==> config.mk <==
export PLATFORM = sky130hd
export DESIGN_NAME = line_word_converter
export DESIGN_NICKNAME = d
export VERILOG_FILES = /design/src/rtl/line_word_converter.sv
export SDC_FILE = /design/constraint.sdc
export NUM_CORES = 1
export LEC_CHECK = 0
export CAP_MARGIN = 20
export CORE_AREA = 2 2 231 233
export DETAILED_ROUTE_END_ITERATION = 16
export DIE_AREA = 0 0 233 235
export HOLD_SLACK_MARGIN = 0.02
export SYNTH_ARGS = -nofsm -noshare
export SYNTH_HDL_FRONTEND = slang
export SYNTH_SLANG_ARGS = --single-unit
==> constraint.sdc <==
create_clock -name CLK -period 3.5 [get_ports CLK]
set_clock_uncertainty 0.1 [all_clocks]
set_input_delay 0.35 -clock CLK [delete_from_list [all_inputs] [get_ports CLK]]
set_output_delay 0.35 -clock CLK [all_outputs]
set_load 0.03 [all_outputs]
==> src/rtl/line_word_converter.sv <==
// line_word_converter: cache line <-> word stream converter with critical-word-first wrap-around
module line_word_converter #(
    parameter int LINE_W = 256,
    parameter int WORD_W = 32,
    parameter int IDX_W  = $clog2(LINE_W / WORD_W)
) (
    input  logic              CLK,
    input  logic              RST_N,
    input  logic              ld_valid,
    output logic              ld_ready,
    input  logic              ld_mode,
    input  logic [IDX_W-1:0]  ld_offset,
    input  logic [LINE_W-1:0] ld_line,
    output logic              wo_valid,
    input  logic              wo_ready,
    output logic [WORD_W-1:0] wo_data,
    output logic [IDX_W-1:0]  wo_idx,
    output logic              wo_last,
    input  logic              wi_valid,
    output logic              wi_ready,
    input  logic [WORD_W-1:0] wi_data,
    output logic              line_valid,
    input  logic              line_ready,
    output logic [LINE_W-1:0] line_data,
    output logic              busy
);
    localparam logic [IDX_W:0] LAST = (IDX_W + 1)'(LINE_W / WORD_W - 1);
    typedef enum logic [1:0] {IDLE, SER, DES, LOUT} state_t;
    state_t state, state_nxt;
    logic [LINE_W-1:0] line_reg;
    logic [IDX_W-1:0]  idx;
    logic [IDX_W:0]    cnt;
    logic              ser, des;
    assign ser        = state == SER;
    assign des        = state == DES;
    assign ld_ready   = state == IDLE;
    assign busy       = !ld_ready;
    assign wo_valid   = ser;
    assign wo_data    = ser ? line_reg[idx*WORD_W +: WORD_W] : '0;
    assign wo_idx     = ser ? idx : '0;
    assign wo_last    = ser && cnt == LAST;
    assign wi_ready   = des;
    assign line_valid = state == LOUT;
    assign line_data  = line_reg;
    always_comb begin
        state_nxt = state;
        case (state)
            IDLE:    state_nxt = ld_valid ? (ld_mode ? DES : SER) : IDLE;
            SER:     state_nxt = (wo_ready && wo_last) ? IDLE : SER;
            DES:     state_nxt = (wi_valid && cnt == LAST) ? LOUT : DES;
            LOUT:    state_nxt = line_ready ? IDLE : LOUT;
            default: state_nxt = IDLE;
        endcase
    end
    always_ff @(posedge CLK) begin
        if (!RST_N) begin
            state    <= IDLE;
            line_reg <= '0;
            idx      <= '0;
            cnt      <= '0;
        end else begin
            state <= state_nxt;
            if (ld_ready && ld_valid) begin
                idx      <= ld_offset;
                cnt      <= '0;
                line_reg <= ld_mode ? '0 : ld_line;
            end
            if ((ser && wo_ready) || (des && wi_valid)) begin
                idx <= idx + 1'b1;
                cnt <= cnt + 1'b1;
            end
            if (des && wi_valid)
                line_reg[idx*WORD_W +: WORD_W] <= wi_data;
        end
    end
endmodule

==> results <==
- The initial utilization of the core area, before any placement, comes to 0.313.
- The flow ran to the end, and the final reports show no timing, DRC or antenna violations.
- Max-cap violations in this run came to 0.
- The first-pass GRT wire length is 119000 um.
- Gates resized during post-CTS repair numbered 0.
- After detailed routing, the number of vias per cell comes to 5.80.
- The minimum period implied by the final worst setup slack is 3.38 ns.
- The final layout contains 2555 nets.
- During placement, the flow inserted port buffers numbering 594.
- The total leakage power is 9.51 nW.
- After synthesis the cells add up to 16400 sq um.
- The total overflow left after global routing is 0.
- The worst pin sits at a relative slew slack of 0.290.
- The proportion of register bits with asynchronous set or reset after synthesis is 0.
- The setup path with the least slack is of type flop to primary output.
- The cell count after synthesis is 1794.
- The number of nets in the synthesized netlist is 2100.
- Summed over all failing endpoints, the final setup total negative slack is 0 ns.
- The count of vias placed by the detailed router is 17218.
- The aggregate global-route resource usage is 0.291.
- The share of the Yosys chip area taken by registers is 0.324.
- The region available for standard cell placement spans 52200 sq um.
- Entering global routing, the biggest net connects 126 pins.
- Counting instances in the post-synthesis netlist gives the leading cell types as sky130_fd_sc_hd__dfxtp_1, sky130_fd_sc_hd__nand2_1, sky130_fd_sc_hd__nand3b_1.
- The top achievable clock speed is 296 MHz.
- The via count of the first global-routing pass is 17330.
- Yosys attributes the largest share of cell area to sky130_fd_sc_hd__dfxtp_1, sky130_fd_sc_hd__mux4_2, sky130_fd_sc_hd__o211a_1, sky130_fd_sc_hd__nand3b_1, sky130_fd_sc_hd__nor3b_1.
- After detailed routing, the average wire length per cell comes to 27.9 um.
- In this run the clock root is driven by a sky130_fd_sc_hd__clkbuf_16.
- The library cell with the largest summed area after synthesis is sky130_fd_sc_hd__dfxtp_1.
- The main flop type after synthesis is sky130_fd_sc_hd__dfxtp_1.
- The worst-case IR drop observed on VDD is 0.000248 V.
- The area growth from synthesis to layout is 46.3%.
- The required arrival time at the worst endpoint is 3.05 ns.
- The endpoint arrival time on the critical path is 2.93 ns.
- The max-slew violation count is 0.
- Power spread over the standard cell area amounts to 418 nW/um^2.
- The sum of routed wire length over all layers is 82700 um.
- CTS saw 265 sinks.
- The synthesis warning total is 0.
- The clock transition at the registers of the reported paths is 0.06 ns.
- In this run the deepest clock path goes through 3 buffers.
- The post-synthesis average cell area is 9.12 sq um.
- The post-CTS setup repair buffer count is 0.
- Row generation in the floorplan step produced 84 rows.
- The first detailed-routing pass took 5 iterations.
- The floorplan step set the die height to 235 um.
- The die outline area is 54800 sq um.
- In this run the remaining antenna-violating nets after routing total 0.
- The worst path meets setup with 0.123 ns of slack.
- The number of antenna violations at the first check in global routing is 11.
- Power comes to 10.0 mW.
- The dominant cell by count in the synthesized netlist is sky130_fd_sc_hd__dfxtp_1.
- CTS built an H-tree with a depth of 2.
- In this run, the number of DRC markers left after iteration 0 of detailed routing was 1556.
- The number of endpoints with negative hold slack in the final report is 0.
- The count of flip-flops with a built-in enable after synthesis is 0.
- Setup repair after global routing left no endpoint under its margin.
- The instance area at placement is 22700 sq um.
- The type of element capturing the critical path is a primary output.
- The weighted congestion reported at the end of routability-driven placement is 0.932.
- The clock insertion delay at the later pin of the skew report is 0.54 ns.
- The final period utilization is 0.965.
- The CTS tree is built.
- After detailed routing, the number of remaining DRC violations is 0.
- The half-perimeter wire length after placement is 60200 um.
- The synthesized flop and latch total is 265.
- Along the worst path, the maximum fanout reaches 18.
- The finished layout cell area is 23900 sq um.
- Of the post-synthesis cell area, the dominant cell type holds 0.324.
- Of the cells placed in the final design, the portion with a size suffix greater than 1 is 0.114.
- The launching element type of the critical path is a flop.
- In this run the count of I/O pins placed on the die edge is 595.
- The number of CTS-inserted buffers is 35.
- The count of hold buffers inserted by post-cts repair is 0.
- The actual transition at the worst max-transition pin is 1.06 ns.
- The count of final setup violators is 0.
- The die is 233 um wide.
- The placement-stage worst setup slack is 0.599 ns.
- The worst hold path belongs to the class input port to flop.
- After synthesis, the netlist uses 44 different library cells.
worst max-delay path, stage by stage (launching register included):
cell                              delay [ns]
sky130_fd_sc_hd__dfxtp_1                0.55
sky130_fd_sc_hd__and2b_1                0.33
sky130_fd_sc_hd__and2_2                 0.21
sky130_fd_sc_hd__buf_4                  0.31
sky130_fd_sc_hd__a22o_1                 0.27
sky130_fd_sc_hd__clkdlybuf4s50_1        0.69
state kept, by name, summed over array words and instances, names as in the netlist:
register and count:
state 2, line_data 256, cnt 4, idx 3
metrics by stage:
step                hold WS, ns  instances   util
finish                    0.228       2967  0.458
global route              0.247       2966  0.458
CTS                       0.239       2960  0.458
detailed placement        0.403       2900  0.435
global placement          0.387       2900  0.435
floorplan                 0.372       1794      -
per-layer routing:
metal / vias up / track usage / routed length (um)
met3: 147 / 0.0845 / 8370
met1: 8485 / 0.358 / 32200
li1: 7604 / - / -
met2: 974 / 0.473 / 38600
met4: 8 / 0.126 / 3480
met5: - / 0 / 48
placed cells by master (no fill, tap or decap), types with 18 or more instances in the layout:
cell and count:
sky130_fd_sc_hd__a211oi_1 101, sky130_fd_sc_hd__a21oi_1 138, sky130_fd_sc_hd__a22o_1 33, sky130_fd_sc_hd__and3_1 35, sky130_fd_sc_hd__buf_4 39, sky130_fd_sc_hd__clkbuf_16 37, sky130_fd_sc_hd__clkdlybuf4s50_1 592, sky130_fd_sc_hd__dfxtp_1 263
sky130_fd_sc_hd__mux4_2 64, sky130_fd_sc_hd__nand2_1 159, sky130_fd_sc_hd__nand2b_1 18, sky130_fd_sc_hd__nand3_1 126, sky130_fd_sc_hd__nand3b_1 155, sky130_fd_sc_hd__nor2_1 48, sky130_fd_sc_hd__nor3b_1 141, sky130_fd_sc_hd__nor3b_2 63
sky130_fd_sc_hd__o211a_1 124, sky130_fd_sc_hd__o21a_1 33
report_power, final:
| part | switching [mW] | internal (mW) | total (mW) |
|---|---|---|---|
| clock | 1.45 | 2.32 | 3.77 |
| sequential | 0.205 | 3.19 | 3.39 |
| combinational | 1.63 | 1.21 | 2.84 |
| total | 3.28 | 6.71 | 10.0 |
layout make-up:
type | count | area (sq um)
antenna | 7 | 17.5
clock inverter | 5 | 78.8
fill | 4953 | 28300
multi-input combinational | 1294 | 10000
inverter | 5 | 18.8
sequential | 265 | 5310
tap | 688 | 861
timing repair buffer | 648 | 6550
clock buffer | 55 | 1110
path summary, 6_finish.rpt:
path / start / slack (ns) / cells past startpoint / to
worst max-delay path: state[0] / 0.12 / 5 / wo_data[12]
worst min-delay path: RST_N / 0.23 / 2 / line_data[5]
worst max register to register: idx[0] / 0.55 / 7 / line_data[41]
worst min register to register: cnt[1] / 0.42 / 2 / cnt[1]
kinds of logic (layout without fill, tap and decap cells):
| group | Yosys count | after routing | synth area share |
|---|---|---|---|
| multiplexers | 64 | 64 | 0.0881 |
| adder cells (fa/ha/maj) | 8 | 8 | 0.00612 |
| flip-flops | 265 | 265 | 0.324 |
| buffers and inverters | 235 | 713 | 0.0680 |
| AND/OR/NAND/NOR | 780 | 780 | 0.310 |
| other | 0 | 7 | 0 |
| AO/OA/AOI/OAI | 442 | 442 | 0.204 |
No activity file was read; power rests on OpenSTA's default activity.
